`src/rtl/fp_pkg.sv`:
```
// rtl/fp_pkg.sv - shared types, constants and helpers for the floating-point add/sub pipeline
//
// Contents:
//   fp_class_e     operand class after decode (denormals decode as ZERO)
//   fp_unpacked_t  sign plus class of a decoded operand
//   FLAG_*         bit positions inside the {invalid, overflow, inexact} flag vector
//   fp_classify    class from exponent/mantissa summary bits (width independent)
//   fp_canon_nan   canonical quiet NaN for any exponent/mantissa width
//   fp_sig_w       working significand width: carry + hidden + mantissa + G/R/S
package fp_pkg;

    localparam int FP_MAX_W = 128;

    typedef enum logic [2:0] {ZERO, NORM, INF, QNAN, SNAN} fp_class_e;

    typedef struct packed {
        logic      sign;
        fp_class_e cls;
    } fp_unpacked_t;

    localparam int FLAG_INEXACT  = 0;
    localparam int FLAG_OVERFLOW = 1;
    localparam int FLAG_INVALID  = 2;

    function automatic fp_class_e fp_classify(input logic exp_ones, input logic exp_zero,
                                              input logic man_zero, input logic man_msb);
        fp_class_e cls;
        if (exp_zero)       cls = ZERO;
        else if (!exp_ones) cls = NORM;
        else if (man_zero)  cls = INF;
        else if (man_msb)   cls = QNAN;
        else                cls = SNAN;
        return cls;
    endfunction

    // Sign 0, exponent all ones, mantissa MSB set; caller keeps the low 1+exp_w+man_w bits.
    function automatic logic [FP_MAX_W-1:0] fp_canon_nan(input int exp_w, input int man_w);
        logic [FP_MAX_W-1:0] w;
        w = '0;
        for (int i = 0; i < FP_MAX_W; i++) begin
            if (i >= man_w - 1 && i < man_w + exp_w) w[i] = 1'b1;
        end
        return w;
    endfunction

    function automatic int fp_sig_w(input int man_w);
        return man_w + 5;
    endfunction

endpackage

```
`src/rtl/fp_lzc.sv`:
```
// rtl/fp_lzc.sv - combinational leading-zero counter
//
// Ports:
//   data  WIDTH-bit input vector
//   cnt   number of zeros above the most significant set bit (WIDTH when data is zero)
module fp_lzc #(
    parameter int WIDTH = 27
) (
    input  logic [WIDTH-1:0]         data,
    output logic [$clog2(WIDTH+1)-1:0] cnt
);

    localparam int CW = $clog2(WIDTH + 1);

    logic found;

    always_comb begin
        cnt   = CW'(WIDTH);
        found = 1'b0;
        for (int i = WIDTH - 1; i >= 0; i--) begin
            if (!found && data[i]) begin
                cnt   = CW'(WIDTH - 1 - i);
                found = 1'b1;
            end
        end
    end

endmodule

```
`src/rtl/fp_addsub_pipe.sv`:
```
// rtl/fp_addsub_pipe.sv - 3-stage IEEE-754-style adder/subtractor, RNE, DAZ/FTZ
//
// Ports:
//   clk, rstn            clock, asynchronous active-low reset
//   in_valid, in_ready   operand handshake; in_ready is the global pipeline enable
//   op                   0 = a+b, 1 = a-b
//   a, b                 operands, W = 1+EXP_W+MAN_W bits
//   out_valid, out_ready result handshake
//   result, flags        rounded result and {invalid, overflow, inexact}
module fp_addsub_pipe
    import fp_pkg::*;
#(
    parameter int EXP_W = 8,
    parameter int MAN_W = 23,
    localparam int W    = 1 + EXP_W + MAN_W
) (
    input  logic         clk,
    input  logic         rstn,
    input  logic         in_valid,
    output logic         in_ready,
    input  logic         op,
    input  logic [W-1:0] a,
    input  logic [W-1:0] b,
    output logic         out_valid,
    input  logic         out_ready,
    output logic [W-1:0] result,
    output logic [2:0]   flags
);

    localparam int AW  = fp_sig_w(MAN_W);   // carry, hidden, mantissa, G, R, S
    localparam int NW  = AW - 1;            // significand without the carry bit
    localparam int LZW = $clog2(NW + 1);
    localparam int XW  = ((EXP_W > LZW) ? EXP_W : LZW) + 2;
    localparam logic [EXP_W-1:0]    SHIFT_MAX  = EXP_W'(MAN_W + 3);
    localparam logic [W-2:0]        INF_MAG    = {{EXP_W{1'b1}}, {MAN_W{1'b0}}};
    localparam logic [FP_MAX_W-1:0] NAN_FULL   = fp_canon_nan(EXP_W, MAN_W);
    localparam logic [W-1:0]        CANON_NAN  = NAN_FULL[W-1:0];
    localparam logic [XW-1:0]       EXP_ONES_X = {{(XW-EXP_W){1'b0}}, {EXP_W{1'b1}}};
    localparam logic [XW-1:0]       ONE_X      = {{(XW-1){1'b0}}, 1'b1};

    logic en;
    assign en       = !out_valid || out_ready;
    assign in_ready = en;

    // ---------------- S1: unpack, classify, swap, align ----------------
    logic [EXP_W-1:0]   a_exp, b_exp, exp_diff;
    logic [MAN_W-1:0]   a_man, b_man;
    logic [W-2:0]       a_mag, b_mag, l_mag, s_mag;
    logic [AW-1:0]      sig_l, sig_s, s_shift, aligned;
    logic               l_sign, eff_sub, lost, sp;
    logic [W-1:0]       sp_res;
    logic [2:0]         sp_flags;
    fp_unpacked_t       ua, ub;

    assign a_exp = a[W-2:MAN_W];
    assign b_exp = b[W-2:MAN_W];
    assign a_man = a[MAN_W-1:0];
    assign b_man = b[MAN_W-1:0];

    always_comb begin
        ua.sign = a[W-1];
        ua.cls  = fp_classify(&a_exp, a_exp == '0, a_man == '0, a_man[MAN_W-1]);
        ub.sign = b[W-1] ^ op;
        ub.cls  = fp_classify(&b_exp, b_exp == '0, b_man == '0, b_man[MAN_W-1]);
    end

    // Denormal inputs read as zero, so their magnitude is forced to all zeros.
    assign a_mag   = (ua.cls == ZERO) ? '0 : {a_exp, a_man};
    assign b_mag   = (ub.cls == ZERO) ? '0 : {b_exp, b_man};
    assign eff_sub = ua.sign ^ ub.sign;

    always_comb begin
        if (a_mag >= b_mag) begin
            l_mag  = a_mag;
            s_mag  = b_mag;
            l_sign = ua.sign;
        end else begin
            l_mag  = b_mag;
            s_mag  = a_mag;
            l_sign = ub.sign;
        end
    end

    assign exp_diff = l_mag[W-2:MAN_W] - s_mag[W-2:MAN_W];
    assign sig_l    = {1'b0, |l_mag[W-2:MAN_W], l_mag[MAN_W-1:0], 3'b000};
    assign sig_s    = {1'b0, |s_mag[W-2:MAN_W], s_mag[MAN_W-1:0], 3'b000};
    assign s_shift  = sig_s >> exp_diff;
    assign lost     = |(sig_s & ~({AW{1'b1}} << exp_diff));
    assign aligned  = (exp_diff >= SHIFT_MAX) ? {{(AW-1){1'b0}}, |sig_s}
                                              : {s_shift[AW-1:1], s_shift[0] | lost};

    // Infinity/NaN operands bypass the datapath with a ready-made result.
    always_comb begin
        sp       = 1'b0;
        sp_res   = '0;
        sp_flags = '0;
        if (ua.cls inside {QNAN, SNAN} || ub.cls inside {QNAN, SNAN}) begin
            sp                     = 1'b1;
            sp_res                 = CANON_NAN;
            sp_flags[FLAG_INVALID] = (ua.cls == SNAN) || (ub.cls == SNAN);
        end else if (ua.cls == INF && ub.cls == INF) begin
            sp = 1'b1;
            if (eff_sub) begin
                sp_res                 = CANON_NAN;
                sp_flags[FLAG_INVALID] = 1'b1;
            end else begin
                sp_res = {ua.sign, INF_MAG};
            end
        end else if (ua.cls == INF) begin
            sp     = 1'b1;
            sp_res = {ua.sign, INF_MAG};
        end else if (ub.cls == INF) begin
            sp     = 1'b1;
            sp_res = {ub.sign, INF_MAG};
        end
    end

    logic             s1_valid, s1_sp, s1_sign, s1_sub;
    logic [W-1:0]     s1_sp_res;
    logic [2:0]       s1_sp_flags;
    logic [EXP_W-1:0] s1_exp;
    logic [AW-1:0]    s1_sig_l, s1_sig_s;

    // ---------------- S2: add/subtract, leading-zero count ----------------
    logic [AW-1:0]  sum;
    logic [LZW-1:0] sum_lzc;

    // Operands are magnitude ordered, so the difference is never negative.
    assign sum = s1_sub ? (s1_sig_l - s1_sig_s) : (s1_sig_l + s1_sig_s);

    fp_lzc #(.WIDTH(NW)) u_lzc (
        .data (sum[NW-1:0]),
        .cnt  (sum_lzc)
    );

    logic             s2_valid, s2_sp, s2_sign, s2_sub;
    logic [W-1:0]     s2_sp_res;
    logic [2:0]       s2_sp_flags;
    logic [EXP_W-1:0] s2_exp;
    logic [AW-1:0]    s2_sum;
    logic [LZW-1:0]   s2_lzc;

    // ---------------- S3: normalise, round, pack ----------------
    logic             carry, sum_zero, underflow, rnd_up, rnd_ovf, zero_sign;
    logic [XW-1:0]    exp_x, lzc_x, exp_n, exp_f;
    logic [NW-1:0]    norm;
    logic [MAN_W+1:0] rounded;
    logic [MAN_W-1:0] man_out;
    logic [W-1:0]     res_n;
    logic [2:0]       flags_n;

    assign carry     = s2_sum[AW-1];
    assign sum_zero  = (s2_sum == '0);
    assign exp_x     = {{(XW-EXP_W){1'b0}}, s2_exp};
    assign lzc_x     = {{(XW-LZW){1'b0}}, s2_lzc};
    assign underflow = !carry && (lzc_x >= exp_x);
    assign exp_n     = carry ? (exp_x + ONE_X) : (exp_x - lzc_x);
    assign norm      = carry ? {s2_sum[AW-1:2], |s2_sum[1:0]} : (s2_sum[NW-1:0] << s2_lzc);
    assign rnd_up    = norm[2] & (norm[1] | norm[0] | norm[3]);
    assign rounded   = {1'b0, norm[NW-1:3]} + {{(MAN_W+1){1'b0}}, rnd_up};
    assign rnd_ovf   = rounded[MAN_W+1];
    assign man_out   = rnd_ovf ? rounded[MAN_W:1] : rounded[MAN_W-1:0];
    assign exp_f     = exp_n + {{(XW-1){1'b0}}, rnd_ovf};
    // An exact-zero difference is +0; a zero sum keeps the common operand sign.
    assign zero_sign = s2_sub ? 1'b0 : s2_sign;

    always_comb begin
        res_n   = '0;
        flags_n = '0;
        if (s2_sp) begin
            res_n   = s2_sp_res;
            flags_n = s2_sp_flags;
        end else if (sum_zero) begin
            res_n = {zero_sign, {(W-1){1'b0}}};
        end else if (underflow) begin
            res_n                 = {s2_sign, {(W-1){1'b0}}};
            flags_n[FLAG_INEXACT] = 1'b1;
        end else if (exp_f >= EXP_ONES_X) begin
            res_n                  = {s2_sign, INF_MAG};
            flags_n[FLAG_OVERFLOW] = 1'b1;
            flags_n[FLAG_INEXACT]  = 1'b1;
        end else begin
            res_n                 = {s2_sign, exp_f[EXP_W-1:0], man_out};
            flags_n[FLAG_INEXACT] = |norm[2:0];
        end
    end

    // ---------------- pipeline registers ----------------
    always_ff @(posedge clk or negedge rstn) begin
        if (!rstn) begin
            s1_valid    <= 1'b0;
            s1_sp       <= 1'b0;
            s1_sp_res   <= '0;
            s1_sp_flags <= '0;
            s1_sign     <= 1'b0;
            s1_sub      <= 1'b0;
            s1_exp      <= '0;
            s1_sig_l    <= '0;
            s1_sig_s    <= '0;
            s2_valid    <= 1'b0;
            s2_sp       <= 1'b0;
            s2_sp_res   <= '0;
            s2_sp_flags <= '0;
            s2_sign     <= 1'b0;
            s2_sub      <= 1'b0;
            s2_exp      <= '0;
            s2_sum      <= '0;
            s2_lzc      <= '0;
            out_valid   <= 1'b0;
            result      <= '0;
            flags       <= '0;
        end else if (en) begin
            s1_valid    <= in_valid;
            s1_sp       <= sp;
            s1_sp_res   <= sp_res;
            s1_sp_flags <= sp_flags;
            s1_sign     <= l_sign;
            s1_sub      <= eff_sub;
            s1_exp      <= l_mag[W-2:MAN_W];
            s1_sig_l    <= sig_l;
            s1_sig_s    <= aligned;
            s2_valid    <= s1_valid;
            s2_sp       <= s1_sp;
            s2_sp_res   <= s1_sp_res;
            s2_sp_flags <= s1_sp_flags;
            s2_sign     <= s1_sign;
            s2_sub      <= s1_sub;
            s2_exp      <= s1_exp;
            s2_sum      <= sum;
            s2_lzc      <= sum_lzc;
            out_valid   <= s2_valid;
            result      <= res_n;
            flags       <= flags_n;
        end
    end

endmodule

```
`config.mk`:
```
export PLATFORM = sky130hd
export DESIGN_NAME = fp_addsub_pipe
export DESIGN_NICKNAME = d
export VERILOG_FILES = /design/src/rtl/fp_pkg.sv /design/src/rtl/fp_lzc.sv /design/src/rtl/fp_addsub_pipe.sv
export SDC_FILE = /design/constraint.sdc
export NUM_CORES = 1
export LEC_CHECK = 0
export ABC_AREA = 1
export BUFFER_PORTS_ARGS = -buffer_cell sky130_fd_sc_hd__buf_2
export CORE_ASPECT_RATIO = 1.4
export CORE_UTILIZATION = 50
export CTS_BUF_LIST = sky130_fd_sc_hd__clkbuf_4
export DETAILED_ROUTE_END_ITERATION = 6
export PLACE_DENSITY = 0.79
export SYNTH_ARGS = -nofsm -noshare
export SYNTH_HDL_FRONTEND = slang
export SYNTH_HIERARCHICAL = 1
export SYNTH_SLANG_ARGS = --single-unit
```
`constraint.sdc`:
```
create_clock -name clk -period 14.6 [get_ports clk]
set_input_delay 2.92 -clock clk [delete_from_list [all_inputs] [get_ports clk]]
set_output_delay 2.92 -clock clk [all_outputs]
set_load 0.03 [all_outputs]
```
=== After elaboration in Yosys (flattened, before gate mapping) ===
Index checks and enable logic that the tools add are counted.

* Memory bits (read-only): 0
* Input port bits: 69
* Bits in latches: 0
* Register bits: 211
* Memories: 0
* RAM bits: 0

* Shift-type cells: 3
* Multipliers: 0
* Muxes and demuxes: 95
* Bitwise logic cells: 8
* Equal/unequal tests: 6
* Reductions and logical operators: 76
* Add/sub/neg operators: 7
* Divide/modulo/power cells: 0
* Magnitude comparators: 4

{| class="wikitable"
|+ Operators with widths
! operator !! count
|-
| 32-bit 2-to-1 mux || 7
|-
| 31-bit 2-to-1 mux || 6
|-
| 5-bit 2-to-1 mux || 27
|-
| 28-bit 2-to-1 mux || 2
|-
| 23-bit zero test || 2
|-
| 1-bit 2-to-1 mux || 40
|-
| 31-bit >= comparator || 1
|-
| 31-bit OR reduction || 1
|-
| 27-bit by 28-bit adder with 28-bit output || 1
|-
| 27-bit by 28-bit AND with 28-bit output || 1
|-
| 1-bit logical AND || 28
|-
| 1-bit zero test || 28
|-
| 28-bit zero test || 1
|-
| 28-bit inverter || 1
|-
| 28-bit OR reduction || 1
|-
| 28-bit by 8-bit << shifter with 28-bit output (first input constant) || 1
|-
| 27-bit by 8-bit right shift with 28-bit output || 1
|-
| 27-bit by 28-bit subtractor with 28-bit output || 1
|-
| 27-bit 2-to-1 mux || 1
|-
| 27-bit by 5-bit << shifter with 27-bit output || 1
|-
| 24-bit by 1-bit adder with 25-bit output || 1
|-
| 3-bit 2-to-1 mux || 8
|-
| 23-bit 2-to-1 mux || 1
|-
| 8-bit zero test || 2
|-
| 21 further kinds || 35
|}

=== Depth between registers and ports, before layout ===
Gate-level depths: netlist of the first run.

* Word-level depth: 81
* Depth in mapped cells: 40

=== Modules after synthesis ===
The synthesis of the first run kept the hierarchy.

{| class="wikitable"
|+ By module, submodules not included
! module !! times used !! seq. area each (um^2) !! cells an instance !! area an instance (um^2)
|-
| fp_addsub_pipe || 1 || 3,753.6 || 2,326 || 14,765.4
|-
| fp_lzc || 1 || 0.0 || 86 || 498.0
|}

=== Worst setup path after synthesis of the first run ===
OpenSTA, ideal clock, no wires.

* Path kind: input to output
* Start: input port out_ready
* End: output port in_ready
* Stages on the path: 4
* Data arrival time: 3,858 ps
* Path slack: 7,822 ps
* Buffers on the path: 2
* Cells stage by stage: nor2_1 -> inv_1 -> clkbuf_1 -> clkbuf_1

* Word-level cells in the longest chain between the ends: 1

{| class="wikitable"
|+ RTL lines
! what !! line !! text
|-
| start: declaration || fp_addsub_pipe.sv:25 || <nowiki>input logic out_ready,</nowiki>
|-
| 1-bit logical OR || fp_addsub_pipe.sv:42 || <nowiki>assign en = !out_valid || out_ready;</nowiki>
|-
| end: declaration || fp_addsub_pipe.sv:20 || <nowiki>output logic in_ready,</nowiki>
|}

Every way passes these cells.

=== Worst setup path in the final report of the first run ===
* Start: input port b[28]
* End: register s1_sig_s[12]

* Word-level cells in the longest chain between the ends: 10
* Elaborated cells on any way between the ends: 14

{| class="wikitable"
|+ RTL lines
! what !! line !! text
|-
| start: declaration || fp_addsub_pipe.sv:23 || <nowiki>input logic [W-1:0] b,</nowiki>
|-
| 8-bit AND reduction || fp_addsub_pipe.sv:64 || <nowiki>ub.cls = fp_classify(&b_exp, b_exp == '0, b_man == '0, b_man[MAN_W-1]);</nowiki>
|-
| 3-bit 2-to-1 mux || fp_pkg.sv:29 || <nowiki>else if (!exp_ones) cls = NORM;</nowiki>
|-
| 3-bit 2-to-1 mux || fp_pkg.sv:28 || <nowiki>if (exp_zero) cls = ZERO;</nowiki>
|-
| 3-bit zero test || fp_addsub_pipe.sv:69 || <nowiki>assign b_mag = (ub.cls == ZERO) ? '0 : {b_exp, b_man};</nowiki>
|-
| 31-bit 2-to-1 mux (*) || fp_addsub_pipe.sv:69 ||
|-
| 31-bit >= comparator || fp_addsub_pipe.sv:73 || <nowiki>if (a_mag >= b_mag) begin</nowiki>
|-
| 31-bit 2-to-1 mux || fp_addsub_pipe.sv:73 ||
|-
| 8-bit subtractor or 8-bit OR reduction (tied branches) || fp_addsub_pipe.sv:84, fp_addsub_pipe.sv:86 ||
|-
| 27-bit by 8-bit right shift with 28-bit output or 8-bit by 5-bit >= comparator with 1-bit output (tied branches) || fp_addsub_pipe.sv:87, fp_addsub_pipe.sv:89 ||
|-
| 28-bit 2-to-1 mux (*) || fp_addsub_pipe.sv:89 || <nowiki>assign aligned = (exp_diff >= SHIFT_MAX) ? {{(AW-1){1'b0}}, |sig_s}</nowiki>
|-
| end signal: assignment || fp_addsub_pipe.sv:221 || <nowiki>s1_sig_s <= aligned;</nowiki>
|-
| end: declaration || fp_addsub_pipe.sv:122 || <nowiki>logic [AW-1:0] s1_sig_l, s1_sig_s;</nowiki>
|}

Mark *: on every way between the ends. The rest lies on a longest branch, timed or not.
A chain may end at the register's enable or synchronous reset.

==> results of run 1 <==
## flip-flops by register name, indices dropped and copies added (netlist names)
register,count
s2_sum,28
s2_lzc,5
s1_sub,1
s1_sp_flags,1
s2_sign,1
flags,3
s2_sp_flags,1
s1_sp_res,3
s1_valid,1
out_valid,1
result,32
s2_exp,8
s2_sp_res,3
s1_exp,8
s2_valid,1
s1_sign,1
s2_sub,1
s1_sig_l,24
s1_sig_s,27
## tightest hold or removal path, cell delays in order (launching register included)
cell,delay [ns]
dfrtp_1,0.35
inv_1,0.05
nand2_1,0.05
## cell type report
class,instances,area (um^2)
flip-flops and latches,150,3754
diodes,1,2.502
clock inverters,12,145.1
fillers,3129,13850
well taps,385,481.7
clock buffers,19,142.6
inverters,306,1154
multi-input cells,1846,9848
repair buffers,121,651.9
## cell usage after synthesis, types with 6 or more instances
cell type	number	share of area [%]
nand2_1	693	17
inv_1	296	7.3
o21ai_0	270	8.9
nor2_1	167	4.1
dfrtp_1	150	25
nand3_1	135	4.4
a21oi_1	111	3.6
ha_1	92	7.5
clkbuf_1	73	1.8
nand4_1	44	1.8
xor2_1	36	2.1
o21ai_1	33	1.1
o22ai_1	27	1.1
nor3_1	22	0.72
buf_2	15	0.49
nand2_2	15	0.61
nor4_1	15	0.61
xnor2_1	15	0.86
a31oi_1	12	0.49
o31ai_1	11	0.54
nand3_2	10	0.66
nor2_2	10	0.41
o211ai_1	10	0.49
buf_1	9	0.22
a22oi_1	8	0.39
buf_6	8	0.59
nor2_4	8	0.59
inv_2	6	0.15
mux2i_1	6	0.39
or2_2	6	0.25
## metal layers
layer	wire length (um)	share of wire [%]	global-route usage, %	vias to the layer above
met5	15	0.028	0	-
met4	3615	6.8	22.36	2
met3	2181	4.1	3.996	159
met2	27270	52	62.20	559
met1	19690	37	36.98	7450
li1	-	-	-	8011
## path summary, 6_finish.rpt
kind | cells past startpoint | slack (ns) | endpoint
min reg2reg | 2 | 0.47 | out_valid
min in group asynchronous | 1 | 2.27 | s2_sum[11]
max reg2reg | 33 | 8.07 | result[11]
max in group asynchronous | 2 | 10.87 | s1_exp[1]
min | 2 | 0.47 | out_valid
max | 32 | 6.08 | s1_sig_s[12]
## report_power, final
| part | total, mW | internal (mW) | switching [mW] |
|---|---|---|---|
| logic | 2.05 | 0.601 | 1.45 |
| registers | 0.664 | 0.552 | 0.112 |
| clock network | 0.272 | 0.107 | 0.165 |
## cell families (layout without fill, tap and decap cells)
family / after synthesis / in the layout / share of synthesized area [%]
and+or+nand+nor: 1160 / 1160 / 33.56
AOI/OAI and AO/OA: 533 / 533 / 19.58
buffers and inverters: 416 / 458 / 10.94
DFF: 150 / 150 / 24.59
adders and majority gates: 94 / 94 / 7.804
xor gates and xnor gates: 53 / 53 / 3.140
muxes: 6 / 6 / 0.3935
other: 0 / 1 / 0
==> summary.txt, run 1 <==
Status
  • Status: finished with violations
  • Failing checks: design-rule violations

GRT
  • Initial antenna violation count: 2
  • Pin count of the biggest net entering global routing: 102
  • Via count of the first global-routing pass: 15.55k
  • First-pass GRT wire length: 82540 um
  • Gr ovfl total: 0
  • All-Layer GR Usage: 34.29%

Final layout
  • Most common cell after layout, fill and taps aside: nand2_1
  • Most frequent cells in the layout: 693 x nand2_1, 295 x inv_1, 270 x o21ai_0
  • Final core occ: 53.88%
  • Share of post-route cells with drive strength above 1: 9.821%
  • Post-route non-filler standard cell count: 2840
  • Nets: 2605
  • Cell area after layout: 16180 um^2
  • Area growth syn-to-layout: 6.001%

Yosys
  • Post-synth ARST share: 100.0%
  • Mean Syn Cell Area: 6.328 um^2
  • Top FF cell, synth: dfrtp_1
  • Synth Net Count: 2575
  • Synth unique cells: 72
  • Post-Syn Instances: 2412
  • Ys Warns: 6
  • EDFF count, synth: 0
  • Post-synthesis register bit count: 150
  • Register area share after synthesis: 24.59%
  • Synth Cell Area: 15260 um^2

STA
  • WHS: 0.4713 ns
  • Final Max Tran Viols: 0
  • # setup viols final: 0
  • Fmax: 117.4 MHz
  • Tmin final: 8.515 ns
  • Max_slew headroom: 34.35%
  • Worst Tran Pin Value: 0.9847 ns
  • Setup ws final: 6.085 ns
  • Unrepaired setup endpoints after global routing: no
  • Setup TNS: 0 ns
  • Layout Skew: 0.03289 ns
  • Fin. Hold Viols: 0
  • Final period util: 58.32%

Critical path
  • Crit path buffers/inverters: 8
  • Worst path slowest cell: nand2_4
  • Worst R2R Start: s2_lzc[2]
  • Startpoint types: input port
  • CP most frequent cell: nand2_1
  • CP top delay family: simple AND/OR/NAND/NOR gates
  • Worst-path fanout max: 69
  • Critical Path RT: 15.14 ns
  • Worst Setup End Kind: register
  • Critical Path AT: 9.06 ns
  • Crit. Startpoint: b[28]
  • CP Class: in -> reg
  • Crit path largest cell delay: 0.45 ns

Route
  • Drt via density: 5.698
  • Final WL: 52780 um
  • Routed via count: 16.18k
  • WL/cell: 18.58 um
  • Drc violations: 2
  • ANT nets after route: 0
  • DRC marker count from the first detailed-route iteration: 1071
  • DR pass1 iterations: 7

Flow run
  • Max-cap violations: 0

Place
  • Inst Count DP: 2808
  • DP Area: 15890 um^2
  • Hpwl dp: 42320 um
  • Final Wtd Congestion: 0.9877
  • Buffers on Ports: 105
  • Pre-CTS setup slack: 5.586 ns

Clock tree
  • TritonCTS clock tree: done
  • CTS sink count: 150
  • Root Driver: clkbuf_4
  • Clock transition at the registers of the reported paths: 0.14 ns
  • CTS H-Tree Depth: 4
  • Post-CTS Resized: 0
  • Post-CTS setup buffers: 0
  • Clk buf depth: 2
  • Skew-Pair Late Insertion Delay: 0.63 ns
  • CTS Hold Bufs: 0
  • Total CTS buffers: 17

Floorplan
  • Floorplan Core Area: 30030 um^2
  • Initial core utilization: 50.83%
  • Die Y: 208.7 um
  • Ports: 106
  • Rows: 75
  • Die W: 149.7 um
  • Total die area: 31240 um^2

Pwr
  • Pwr Total: 2.986 mW
  • Pleak: 8.123 nW
  • Max VDD drop: 68.69 uV
  • Pwr dens: 184.5 nW/um^2

Worst hold path
  • Worst min-delay path category: reg -> reg
  • Hold_sp: s2_valid
Power figures use the tool's default switching activity.
==> run 2, diff against run 1 <==
Settings changed: PLACE_DENSITY 0.79 to 0.82.
Clock period 14.6 ns to 7.4 ns, I/O delays scaled along.
==> summary.txt, run 2 (same netlist as run 1, synthesis figures left out) <==
Clock tree
  • Post-CTS Resized: 0
  • Root Driver: clkbuf_4
  • Total CTS buffers: 17
  • Clock transition at the registers of the reported paths: 0.16 ns
  • Post-CTS setup buffers: 0
  • TritonCTS clock tree: done
  • CTS sink count: 150
  • CTS H-Tree Depth: 4
  • Skew-Pair Late Insertion Delay: 0.64 ns
  • Clk buf depth: 2
  • CTS Hold Bufs: 0

Critical path
  • Critical Path AT: 7.21 ns
  • Worst-path fanout max: 23
  • CP Class: in -> reg
  • Worst R2R Start: s2_lzc[0]
  • Worst Setup End Kind: register
  • Critical Path RT: 7.99 ns
  • Worst path slowest cell: inv_1
  • R2R depth: 31
  • Worst reg2reg endpoint: result[7]
  • Startpoint types: input port
  • FF-to-FF setup slack: 1.46 ns
  • Crit path largest cell delay: 0.58 ns
  • Crit. Startpoint: b[25]

Final layout
  • Most frequent cells in the layout: 693 x nand2_1, 295 x inv_1, 270 x o21ai_0
  • Nets: 2624
  • FF+latch area: 3754 um^2
  • Number of flip-flops under the largest register name: 32
  • Top Registers: result (32), s2_sum (28), s1_sig_s (27)
  • Fill count: 3111
  • Area of the multi-input gates: 9848 um^2
  • Area growth syn-to-layout: 6.812%
  • Share of post-route cells with drive strength above 1: 10.55%
  • Most common cell after layout, fill and taps aside: nand2_1
  • Biggest register: result
  • Final core occ: 54.29%

Pwr
  • Pleak: 8.211 nW
  • P_int: 2.481 mW
  • Power share of the clock group: 8.8%
  • P_sw: 3.421 mW
  • Combinational power share: 69.3%
  • Pwr dens: 362.0 nW/um^2
  • Sequential cell fraction of total power: 21.9%
  • Max VDD drop: 137.6 uV
  • Sw Ratio: 57.97%
  • Pwr Total: 5.902 mW

STA
  • Unrepaired setup endpoints after global routing: no
  • Fin. Hold Viols: 0
  • Fmax: 151.2 MHz
  • Final period util: 89.39%
  • # setup viols final: 0
  • Max_slew headroom: 32.84%
  • Setup TNS: 0 ns
  • Worst Tran Pin Value: 0.9968 ns
  • Final Max Tran Viols: 0
  • Layout Skew: 0.04052 ns
  • Tmin final: 6.615 ns

Route
  • Routed via count: 16.50k
  • ANT nets after route: 0
  • Final WL: 53120 um
  • Drc violations: 1
  • DR pass1 iterations: 7
  • DRC marker count from the first detailed-route iteration: 1139
  • Drt via density: 5.768
  • WL/cell: 18.57 um

Floorplan
  • Floorplan Core Area: 30030 um^2
  • Die W: 149.7 um
  • Initial core utilization: 50.83%
  • Die Y: 208.7 um
  • Ports: 106
  • Total die area: 31240 um^2
  • Rows: 75

Worst hold path
  • Hold Path Cell Cnt: 2
  • WHS Endpoint: out_valid
  • Worst min-delay path category: reg -> reg
  • Hold_sp: s2_valid

GRT
  • First-pass GRT wire length: 83350 um
  • Gr ovfl total: 0
  • Via count of the first global-routing pass: 15.99k
  • All-Layer GR Usage: 34.46%
  • Initial antenna violation count: 1
  • Pin count of the biggest net entering global routing: 105

Place
  • Hpwl dp: 42900 um
  • Final Wtd Congestion: 1.008
  • Buffers on Ports: 105

Status
  • Status: finished with violations
  • Failing checks: design-rule violations

Flow run
  • Max-cap violations: 0
==> run 2: cell count changes in the layout (fill, tap and decap cells not counted), sizes merged <==
cell,delta
inv,+1
bufinv,-1
clkbuf,+1
buf,+19
==> run 2: metrics by stage <==
| stage | setup WS (ns) | instances | cell area, um^2 | hold slack (ns) |
|---|---|---|---|---|
| 6_report | 0.7855 | 2860 | 16300 | 0.4606 |
| 5_1_grt | 0.3575 | 2860 | 16300 | 0.4828 |
| 4_1_cts | 0.9542 | 2859 | 16300 | 0.4660 |
| 3_5_place_dp | 0.3066 | 2827 | 16030 | 0.4348 |
| 3_3_place_gp | 0.2821 | 2827 | 16030 | 0.4288 |
| 2_1_floorplan | 2.085 | 2412 | 15260 | 0.4198 |
==> run 2: routing by layer <==
layer / up-vias / track usage [%] / wire length, um
met3: 181 / 3.886 / 2177
met4: 0 / 25.18 / 4185
met5: - / 0 / 0
met1: 7668 / 36.27 / 19660
li1: 8065 / - / -
met2: 582 / 62.39 / 27100
==> run 2: cell type report <==
type / instances / area share [%]
timing repair buffer: 140 / 4.873
inverter: 306 / 7.076
tap: 385 / 2.955
multi-input combinational: 1846 / 60.41
clock buffer: 20 / 0.9210
clock inverter: 12 / 0.7291
antenna: 1 / 0.01535
sequential: 150 / 23.02
==> run 2: power by group through the flow <==
| stage | logic (mW) | clock network [mW] | registers [mW] |
|---|---|---|---|
| floorplan | 2.74 | 0 | 1.40 |
| global placement | 3.98 | 0 | 1.29 |
| detailed placement | 4.02 | 0 | 1.30 |
| CTS | 4.04 | 0.526 | 1.29 |
| global route | 4.51 | 0.555 | 1.33 |
| finish | 4.09 | 0.521 | 1.29 |
==> run 2: worst max-delay path: cells and delay by family <==
kind / cells / cell delay [ns]
XOR/XNOR: 1 / 0.16
AND/OR/NAND/NOR: 21 / 3.98
buffers and inverters: 5 / 0.99
adder cells (fa/ha/maj): 2 / 0.56
==> run 2: worst max-delay path by stage <==
stage / to
5_1_grt: s1_sig_s[1]
6_report: s1_sig_s[1]
2_1_floorplan: s1_sig_s[5]
4_1_cts: s1_sig_s[1]
3_3_place_gp: s1_sig_s[14]
3_5_place_dp: s1_sig_s[1]
